[src/rtl/nand_netlist_sequencer.sv]
`default_nettype none
// ============================================================================
// Module   : nand_netlist_sequencer
// Purpose  : Bit-serial evaluator that steps a stored list of 2-input NAND
//            instructions {dst, srcA, srcB} through one shared NAND, one
//            instruction per clock, against a small bit register file.
// Revision : 1.0 - initial release
// ============================================================================
module nand_netlist_sequencer #(
    parameter  int NBITS      = 16,
    parameter  int PROG_DEPTH = 32,
    localparam int c_IW       = $clog2(NBITS),
    localparam int c_PW       = $clog2(PROG_DEPTH),
    localparam int c_LW       = $clog2(PROG_DEPTH + 1)
) (
    input  logic              C,
    input  logic              R,
    input  logic              start,
    input  logic [c_LW-1:0]   len,
    input  logic              prog_we,
    input  logic [c_PW-1:0]   prog_addr,
    input  logic [3*c_IW-1:0] prog_wdata,
    input  logic              in_we,
    input  logic [c_IW-1:0]   in_addr,
    input  logic              in_data,
    input  logic [c_IW-1:0]   rd_addr,
    output logic              rd_data,
    output logic              busy,
    output logic              done
);

    typedef enum logic [1:0] {
        S_IDLE = 2'd0,
        S_RUN  = 2'd1,
        S_DONE = 2'd2
    } state_t;

    // ------------------------------------------------------------------------
    // Storage and sequencing state
    // ------------------------------------------------------------------------
    logic [3*c_IW-1:0] r_prog [PROG_DEPTH];   // instruction memory, never reset
    logic [NBITS-1:0]  r_regs;                // bit register file
    state_t            r_state;
    logic [c_PW-1:0]   r_pc;
    logic [c_LW-1:0]   r_len;

    state_t            w_state_next;
    logic [c_PW-1:0]   w_pc_next;
    logic [c_LW-1:0]   w_len_next;

    logic [c_LW-1:0]   w_len_clamped;
    logic              w_last;
    logic [3*c_IW-1:0] w_instr;
    logic [c_IW-1:0]   w_dst;
    logic [c_IW-1:0]   w_src_a;
    logic [c_IW-1:0]   w_src_b;
    logic              w_op_a;
    logic              w_op_b;
    logic              w_nand;
    logic              w_dst_ok;
    logic              w_in_ok;
    logic              w_prog_ok;

    // Register indices beyond NBITS read as 0 and are never written; the
    // comparison is done at 32 bits so it also works for non-power-of-two sizes.
    function automatic logic f_idx_ok(input logic [c_IW-1:0] idx);
        return 32'(idx) < 32'(NBITS);
    endfunction

    // Requests longer than the memory run the whole memory exactly once.
    assign w_len_clamped = (32'(len) > 32'(PROG_DEPTH)) ? c_LW'(PROG_DEPTH) : len;

    // Last instruction of the run when pc reaches len-1 (len is never 0 in RUN).
    assign w_last = (c_LW'(r_pc) == (r_len - c_LW'(1)));

    // Instruction decode: dst in the MSBs, then srcA, then srcB.
    assign w_instr = r_prog[r_pc];
    assign w_dst   = w_instr[3*c_IW-1:2*c_IW];
    assign w_src_a = w_instr[2*c_IW-1:c_IW];
    assign w_src_b = w_instr[c_IW-1:0];

    // Operands come from the register file as it stood before this edge, so a
    // dst that aliases a source still sees the old value.
    assign w_op_a   = f_idx_ok(w_src_a) ? r_regs[w_src_a] : 1'b0;
    assign w_op_b   = f_idx_ok(w_src_b) ? r_regs[w_src_b] : 1'b0;
    assign w_nand   = ~(w_op_a & w_op_b);
    assign w_dst_ok = f_idx_ok(w_dst);

    assign w_in_ok   = f_idx_ok(in_addr);
    assign w_prog_ok = 32'(prog_addr) < 32'(PROG_DEPTH);

    // Host read port is purely combinational.
    assign rd_data = f_idx_ok(rd_addr) ? r_regs[rd_addr] : 1'b0;

    // ------------------------------------------------------------------------
    // State register: FSM state, program counter and latched length.
    // ------------------------------------------------------------------------
    always_ff @(posedge C) begin
        if (R) begin
            r_state <= S_IDLE;
            r_pc    <= '0;
            r_len   <= '0;
        end else begin
            r_state <= w_state_next;
            r_pc    <= w_pc_next;
            r_len   <= w_len_next;
        end
    end

    // Next-state logic and status outputs.
    always_comb begin
        w_state_next = r_state;
        w_pc_next    = r_pc;
        w_len_next   = r_len;
        busy         = 1'b0;
        done         = 1'b0;
        case (r_state)
            S_IDLE: begin
                if (start) begin
                    w_len_next   = w_len_clamped;
                    w_pc_next    = '0;
                    w_state_next = (w_len_clamped == '0) ? S_DONE : S_RUN;
                end
            end
            S_RUN: begin
                busy = 1'b1;
                if (w_last) begin
                    w_state_next = S_DONE;
                end else begin
                    w_pc_next = r_pc + c_PW'(1);
                end
            end
            S_DONE: begin
                busy         = 1'b1;
                done         = 1'b1;
                w_state_next = S_IDLE;
            end
            default: begin
                w_state_next = S_IDLE;
            end
        endcase
    end

    // Register file: host writes in IDLE, NAND results during RUN.
    always_ff @(posedge C) begin
        if (R) begin
            r_regs <= '0;
        end else if ((r_state == S_IDLE) && in_we && w_in_ok) begin
            r_regs[in_addr] <= in_data;
        end else if ((r_state == S_RUN) && w_dst_ok) begin
            r_regs[w_dst] <= w_nand;
        end
    end

    // Instruction memory load; only in IDLE, and reset blocks the write.
    always_ff @(posedge C) begin
        if (!R && (r_state == S_IDLE) && prog_we && w_prog_ok) begin
            r_prog[prog_addr] <= prog_wdata;
        end
    end

endmodule
`default_nettype wire

[config.mk]
export PLATFORM = sky130hd
export DESIGN_NAME = nand_netlist_sequencer
export DESIGN_NICKNAME = d
export VERILOG_FILES = /design/src/rtl/nand_netlist_sequencer.sv
export SDC_FILE = /design/constraint.sdc
export NUM_CORES = 1
export LEC_CHECK = 0
export CAP_MARGIN = 10
export CORE_MARGIN = 3
export CORE_UTILIZATION = 35
export DETAILED_ROUTE_END_ITERATION = 10
export GPL_ROUTABILITY_DRIVEN = 0
export SLEW_MARGIN = 20
export SYNTH_ARGS = -nofsm -noshare
export SYNTH_HDL_FRONTEND = slang
export SYNTH_SLANG_ARGS = --single-unit
[constraint.sdc]
create_clock -name C -period 3.9 [get_ports C]
set_input_delay 0.78 -clock C [delete_from_list [all_inputs] [get_ports C]]
set_output_delay 0.78 -clock C [all_outputs]
set_load 0.01 [all_outputs]
After elaboration in Yosys (flattened, before gate mapping)
Memories as Yosys holds them, arrays and structs flattened. A register that Yosys moved wholly into a read port is not among the register bits.
Cells that the tools add are included.
Storage, ports and cells
  flip-flop bits (word level): 29
  memory bits (writable): 384
  memories: 1
Memory list
  r_prog: words 32, bits a word 12, read ports 1, clocked after Yosys merged registers in 1, write ports 1, line 41  | logic [3*c_IW-1:0] r_prog [PROG_DEPTH];
Cells by class
  add/sub/neg operators: 2
  $lt $le $gt $ge: 8
  equal/unequal tests: 6
  multiplexer cells: 28
  bitwise operators: 2
  reductions and logical operators: 14
Operators with widths (count)
  16-bit bitwise mux: 2
  16-bit 2-to-1 mux: 2
  4-bit by 5-bit less-than comparator with 1-bit output (second input constant): 5
  5-bit 2-to-1 mux: 4
  1-bit binary-select mux with 4-bit select: 3
  5-bit one-hot mux with 2 select lines: 1
  1-bit 2-to-1 mux: 9
  1-bit demux with 4-bit select: 2
  4-bit by 1-bit greater-or-equal comparator with 1-bit output (second input constant): 2
  5-bit by 6-bit == test with 1-bit output: 1
  6-bit > comparator (second input constant): 1
  6-bit zero test: 1
  2-bit 2-to-1 mux: 3
  6-bit 2-to-1 mux: 1
  2-bit inequality test (second input constant): 3
  6-bit by 1-bit subtractor with 6-bit output (second input constant): 1
  5-bit by 1-bit adder with 5-bit output (second input constant): 1
  1-bit logical AND: 5
  2-bit one-hot mux with 2 select lines: 1
  2-bit AND reduction: 2
  2-bit nonzero test: 2
  3-bit AND reduction: 1
  2-bit by 1-bit == test with 1-bit output (second input constant): 1
  2-bit == test (second input constant): 1
  5 further kinds: 5

Depth between registers and ports, before layout
Gate-level depths: netlist of the first run.
  depth in word-level cells: 7
  depth in mapped cells: 15
  depth with buffers taken out: 11

Least setup slack after synthesis of the first run
Ideal clock, no wire load.
  path kind: register to register
  from: register with a tool-made name
  to: register r_regs[11]
  setup time: 87 ps
  data arrival time: 2855 ps
  required time: 3813 ps
  path slack: 958 ps
  cell stages (with the launch flop): 12
  clock period less this slack: 2942 ps
  path through: dfxtp_1 buf_2 and2_0 clkbuf_1 a22oi_1 a21oi_1 nor4_4 mux4_2 and3_1 a21oi_1 a32oi_1 o31ai_1
RTL lines
  end signal: indexed assignment: line 149  | r_regs[in_addr] <= in_data;
  end signal: indexed assignment: line 151  | r_regs[w_dst] <= w_nand;
  end: declaration: line 42  | logic [NBITS-1:0] r_regs;

Worst setup path after layout of the first run
  from: input port rd_addr[0]
  to: output port rd_data
On the way
  word-level cells in the longest chain between the ends: 2
Ends and longest elaborated chain
  start: declaration: line 26  | input logic [c_IW-1:0] rd_addr,
  1-bit binary-select mux with 4-bit select: line 93  | assign rd_data = f_idx_ok(rd_addr) ? r_regs[rd_addr] : 1'b0;
  1-bit 2-to-1 mux (not written as such): line 93
  end: declaration: line 27  | output logic rd_data,
Every way passes these cells. The select of a mux whose other input is x is not followed.

==> reports/metrics.csv, run 1 <==
stage,metric,value,unit
clocking,master cell of the clock root buffer,clkbuf_16,
global_routing,global-route usage over all layers,15.65,%
route,final WL,44.15,mm
sta,worst slew pin tran,1044,ps
clocking,Sink Count,418,
setup_path,worst-path fanout max,4,
logic_synthesis,sequential share of the synthesized area,66.76,%
sta,WHS,487.1,ps
route,DR DRC count,0,
placed_design,dpl ws,230.7,ps
clocking,"Reg clk slew, reported paths",60,ps
clocking,TritonCTS clock tree,built,
final_layout,Final nets,1281,
floorplan,row count,83,
floorplan,Die Area,55040,um^2
route,DRT antenna net count,0,
power,Static Leak,0.006570,uW
sta,Worst slew margin,30.17,%
floorplan,Starting Density,35.51,%
setup_path,Startpoint Class,input pin,
route,Avg WL per Cell,22.57,um
global_routing,first-pass GRT wire length,66.07,mm
clocking,Longest Clk Path Bufs,3,
logic_synthesis,Most used DFF post-synth,edfxtp_1,
setup_path,critical path endpoint category,output pin,
floorplan,Die W,234.6,um
final_layout,cell area after layout,21330,um^2
final_layout,sequential cell area,12230,um^2
logic_synthesis,synthesized area per cell,15.93,um^2
global_routing,largest net degree at the start of global routing,78,
final_layout,# fillers,4689,
sta,"Period Utilization, post-route",93.65,%
clocking,CTS H-Tree Depth,2,
logic_synthesis,async set-reset flop share out of synthesis,0,%
logic_synthesis,number of flops mapped to enable cells by yosys,384,
setup_path,Critical-path top delay cell,clkdlybuf4s50_1,
power,PD cells,491.0,nW/um^2
route,Via Count,10640,
placed_design,post-placement cell area,19700,um^2
setup_path,critical path cell sequence,clkdlybuf4s50_1 -> mux4_2 -> mux4_2 -> clkdlybuf4s50_1,
clocking,Inserted Clock Buffers,45,
logic_synthesis,post-synth net total,1190,
sta,worst clock skew,40.08,ps
logic_synthesis,count of different cell masters after synthesis,62,
floorplan,Chip Height,234.6,um
power,PnR Total Power,10470,uW
sta,Final min period,3652,ps
global_routing,antenna violations before repair,0,
route,DRT Pass-1 Iters,5,
outcome,status,completed,
sta,Final Slew Violations,0,
clocking,worst-skew pair later-pin latency,590,ps
logic_synthesis,Seq cells post-synth,418,
placed_design,Buffers on Ports,39,
logic_synthesis,Post-Syn Area,18290,um^2
setup_path,Worst Path Arrival,2870,ps
sta,Setup-failing EPs final,0,
sta,final setup margin,247.5,ps
sta,final hold vios,0,
worst_hold_path,HP Class,reg -> reg,
clocking,Resized cells post-CTS,0,
sta,RSZ-0062 raised after global routing,no,
sta,Final TNS setup,0,ps
route,Initial DRC Count,1132,
power,Peak VDD IR,0.0003220,V
logic_synthesis,yosys warns,0,
setup_path,critical path class,in -> out,
floorplan,Placeable Area,51510,um^2
final_layout,area occupied by multi-input gates,5650,um^2
route,Vias per Instance,5.439,
global_routing,vias in the first global route,10660,
logic_synthesis,Synth Instances,1148,
floorplan,IO Count,40,
final_layout,layout cells sized above 1,19.44,%
setup_path,CP required,3120,ps
flow_run,Max-Cap Viols,0,
global_routing,Overflow after GRT,0,
sta,fmax,0.2738,GHz
final_layout,Layout Area Growth over Synthesis,16.59,%
final_layout,# diodes,0,
placed_design,hpwl dp,28.79,mm
setup_path,largest stage delay on the critical path,610,ps
==> metal layers <==
layer	share of wire, %	GRT usage (%)
met1	44	21.39
met4	2.8	5.231
met3	6.2	3.333
met5	0	0
met2	47	24.94
==> power by group <==
part | switching, uW | internal [uW] | leakage (uW)
logic | 508 | 358 | 0.00205
clock network | 1790 | 2860 | 0.000793
registers | 38.5 | 4920 | 0.00373
==> cells in the final DEF (no fill, tap or decap), types with 5 or more instances in the layout <==
master	instances
edfxtp_1	384
mux2i_1	121
nor2_1	80
mux4_2	63
a21oi_1	56
buf_4	55
a22oi_1	51
clkbuf_16	45
nand2_1	34
clkdlybuf4s50_1	32
dfxtp_1	30
mux2_2	28
inv_1	25
nor3_1	17
nand3_1	16
nand2b_1	16
nor2b_1	14
a221o_1	13
o21ai_0	12
clkinv_1	12
nand3b_1	11
bufinv_16	11
nor3b_1	8
clkinv_2	8
and3_1	7
buf_2	7
and2_1	6
a211oi_1	6
a31oi_1	6
o22ai_1	5
a32oi_1	5
ha_1	5
buf_12	5
==> sequential cells by signal, indices dropped and copies added (netlist names), named ones only <==
signal   flops
r_prog     384
r_len        6
r_pc         5
r_state      2
r_regs      16
==> logic make-up after synthesis <==
| family | count (synthesis) | synth area share, % |
|---|---|---|
| buf+inv | 82 | 2.353 |
| simple gates | 231 | 6.614 |
| fa+ha+maj | 5 | 0.3420 |
| flops | 418 | 66.76 |
| mux | 217 | 16.53 |
| xor+xnor | 7 | 0.3352 |
| compound gates | 188 | 7.066 |
==> worst max-delay path: cells and delay by family <==
family	cells	cell delay [ps]
buffers and inverters	2	1100
muxes	2	990
==> repair_timing <==
action,4_1_cts,5_1_grt
hold endpoints to repair,0,0
buffers inserted,0,4
endpoints found under the setup margin,0,1
hold buffers,0,0
==> Yosys cell counts (16+ instances only) <==
library cell	number	area, um^2
nand3_1	16	80.08
edfxtp_1	384	11530
nor2_1	80	300.3
nor3_1	17	85.08
nand2b_1	16	100.1
clkbuf_1	20	75.07
mux4_2	63	1419
inv_1	25	93.84
a22oi_1	51	382.9
mux2_2	28	315.3
a21oi_1	56	280.3
nand2_1	34	127.6
mux2i_1	121	1211
dfxtp_1	34	680.7
==> stage by stage <==
stage               instances  util, %
floorplan                1148        -
global placement         1868    38.25
detailed placement       1868    38.25
CTS                      1952    41.41
global route             1956    41.40
finish                   1956    41.40
==> final timing paths <==
check,start,endpoint,slack [ps],cells past startpoint
max,rd_addr[0],rd_data,250,4
min,r_len[5]$_SDFFE_PP0P_,r_len[5]$_SDFFE_PP0P_,490,2
max reg2reg,flop,r_regs[13]$_SDFFE_PP0P_,280,10
min reg2reg,r_len[5]$_SDFFE_PP0P_,r_len[5]$_SDFFE_PP0P_,490,2
==> cell type report <==
cell class	instances	share of cell area, %
inverters	27	0.4752
multi-input cells	648	26.49
clock buffers	47	5.315
well taps	680	3.989
clock inverters	37	2.323
flip-flops and latches	418	57.33
repair buffers	99	4.072
Power figures use the tool's default switching activity.
==> inputs of run 2 (changes only) <==
Settings changed: CTS_CLUSTER_DIAMETER set to 40.
==> run 2 against run 1 <==
Effect of this change: power increased by 6.2%; utilization rose by 0.66 points; hold slack is essentially flat; first-iteration DRC count decreased by 8.7%; non-clock buffer count shrank 3; clock skew is 14 ps lower; critical path depth rose by 6; combinational power fell by 1%; design area increased by 1.6%; die area did not move; critical endpoint is now r_regs[13]$_SDFFE_PP0P_.
==> reports/metrics.csv, run 2 (synthesized netlist as in run 1, its figures left out) <==
stage,metric,value,unit
outcome,status,completed,
power,Static Leak,0.006711,uW
clocking,hold bufs inserted after CTS,0,
sta,final hold vios,0,
setup_path,FF-to-FF End,r_regs[13]$_SDFFE_PP0P_,
power,Switching Fraction,22.63,%
setup_path,Startpoint Class,flop,
route,DRT antenna net count,0,
sta,Final min period,3656,ps
setup_path,worst path bufs/invs,1,
sta,"Period Utilization, post-route",93.74,%
final_layout,top flop regs,"r_prog x384, r_regs x16, r_len x6",
route,met2 WL,20.98,mm
route,Initial DRC Count,1034,
setup_path,Worst Setup EP,r_regs[13]$_SDFFE_PP0P_,
clocking,worst-skew pair later-pin latency,600,ps
clocking,CTS H-Tree Depth,2,
power,Switch Pwr,2516,uW
placed_design,hpwl dp,28.79,mm
final_layout,Largest register FFs,384,
flow_run,Max-Cap Viols,0,
route,final WL,44.49,mm
floorplan,Die Area,55040,um^2
clocking,"Reg clk slew, reported paths",50,ps
setup_path,Critical-path top delay cell,mux4_2,
global_routing,largest net degree at the start of global routing,78,
final_layout,most frequent cells in the layout,"edfxtp_1, mux2i_1, nor2_1",
final_layout,Final nets,1289,
power,Flop pwr share,44.7,%
sta,worst slew pin tran,1083,ps
power,PD cells,513.1,nW/um^2
sta,RSZ-0062 raised after global routing,no,
power,Peak VDD IR,0.0003563,V
setup_path,critical path class,reg -> reg,
setup_path,CP required,4390,ps
sta,fmax,0.2735,GHz
final_layout,"leading cell type in the layout, fill and taps excluded",edfxtp_1,
setup_path,critical path depth,10,
sta,Final TNS setup,0,ps
setup_path,worst r2r path cells,10,
route,DR DRC count,0,
placed_design,Buffers on Ports,39,
route,DRT Pass-1 Iters,5,
final_layout,# fillers,4659,
floorplan,Chip Height,234.6,um
setup_path,critical path cell sequence,buf_16 -> and2_0 -> a22oi_1 -> a21oi_1 -> nor4_4 -> mux4_2 -> and3_1 -> a21oi_1 -> a22oi_1 -> o311ai_1,
power,Clk pwr share,47.7,%
route,Met3 Wirelength,2.647,mm
sta,Final Slew Violations,0,
floorplan,Placeable Area,51510,um^2
power,P_int,8602,uW
clocking,master cell of the clock root buffer,clkbuf_16,
setup_path,largest stage delay on the critical path,560,ps
global_routing,antenna violations before repair,1,
floorplan,Die W,234.6,um
global_routing,first-pass GRT wire length,66.50,mm
route,top routing layer used,met4,
clocking,TritonCTS clock tree,built,
clocking,Post-CTS Setup Inserts,0,
setup_path,critical path endpoint category,flop,
sta,worst clock skew,26.30,ps
setup_path,Worst Path Arrival,4150,ps
route,Vias per Instance,5.439,
sta,Worst slew margin,27.56,%
floorplan,row count,83,
sta,Setup-failing EPs final,0,
final_layout,Top reg by flops,r_prog,
setup_path,reg2reg setup slack,240,ps
global_routing,global-route usage over all layers,15.72,%
clocking,Resized cells post-CTS,0,
global_routing,Overflow after GRT,0,
clocking,Longest Clk Path Bufs,3,
route,Via Count,10730,
floorplan,IO Count,40,
setup_path,worst-path fanout max,18,
setup_path,"delay-heaviest family, CP",compound AO/OA/AOI/OAI gates,
worst_hold_path,HP Class,reg -> reg,
route,Avg WL per Cell,22.55,um
final_layout,# diodes,0,
clocking,Inserted Clock Buffers,56,
final_layout,Final Util,42.07,%
clocking,Sink Count,418,
route,Met1 Wirelength,19.55,mm
power,combinational power share,7.7,%
final_layout,Layout Area Growth over Synthesis,18.45,%
global_routing,vias in the first global route,10820,
floorplan,Starting Density,35.51,%
final_layout,layout cells sized above 1,20.57,%
-- run 2: routing by layer --
layer  global-route usage (%)  up-vias
li1                         -     4788
met1                    21.54     5483
met2                    25.24      365
met3                    2.840       96
met4                    5.583        0
met5                        0        -
-- run 2: power by group through the flow --
stage	combinational [uW]	clock, uW	sequential [uW]
6_report	855	5300	4960
4_1_cts	857	5410	4970
3_3_place_gp	843	0	5060
3_5_place_dp	856	0	5060
2_1_floorplan	569	0	5040
5_1_grt	927	5580	4970
-- run 2: worst reg2reg max path, delay by kind of cell, from the launching register on --
kind,cells,cell delay [ps]
AO/OA/AOI/OAI,5,1380
AND/OR/NAND/NOR,3,920
flip-flops,1,480
multiplexers,1,560
buffers and inverters,1,230
-- run 2: cell type report --
type	count	area (um^2)	area share (%)
Sequential cell	418	12230	56.43
Inverter	27	101.3	0.4677
Multi-Input combinational cell	648	5650	26.08
Clock buffer	62	1424	6.571
Clock inverter	42	544.3	2.512
Tap cell	680	850.8	3.927
Timing Repair Buffer	96	870.8	4.019
-- run 2: worst min-delay path by stage --
stage,start,to,slack [ps],depth (start not counted)
CTS,r_len[5]$_SDFFE_PP0P_,r_len[5]$_SDFFE_PP0P_,490,2
floorplan,r_len[5]$_SDFFE_PP0P_,r_len[5]$_SDFFE_PP0P_,450,2
global placement,r_len[5]$_SDFFE_PP0P_,r_len[5]$_SDFFE_PP0P_,470,2
detailed placement,r_len[5]$_SDFFE_PP0P_,r_len[5]$_SDFFE_PP0P_,480,2
global route,r_len[5]$_SDFFE_PP0P_,r_len[5]$_SDFFE_PP0P_,520,2
finish,r_len[5]$_SDFFE_PP0P_,r_len[5]$_SDFFE_PP0P_,490,2
-- run 2: through the flow --
| step | cells | worst slack [ps] | area [um^2] | power, uW | hold slack, ps |
|---|---|---|---|---|---|
| after global placement | 1868 | 214.8 | 19700 | 5902 | 469.0 |
| final | 1973 | 244.2 | 21670 | 11120 | 487.4 |
| after detailed placement | 1868 | 230.7 | 19700 | 5916 | 480.3 |
| after global routing | 1973 | 53.03 | 21670 | 11470 | 518.4 |
| after floorplan | 1148 | 957.8 | 18290 | 5606 | 449.8 |
| after CTS | 1972 | 226.0 | 21670 | 11230 | 487.0 |
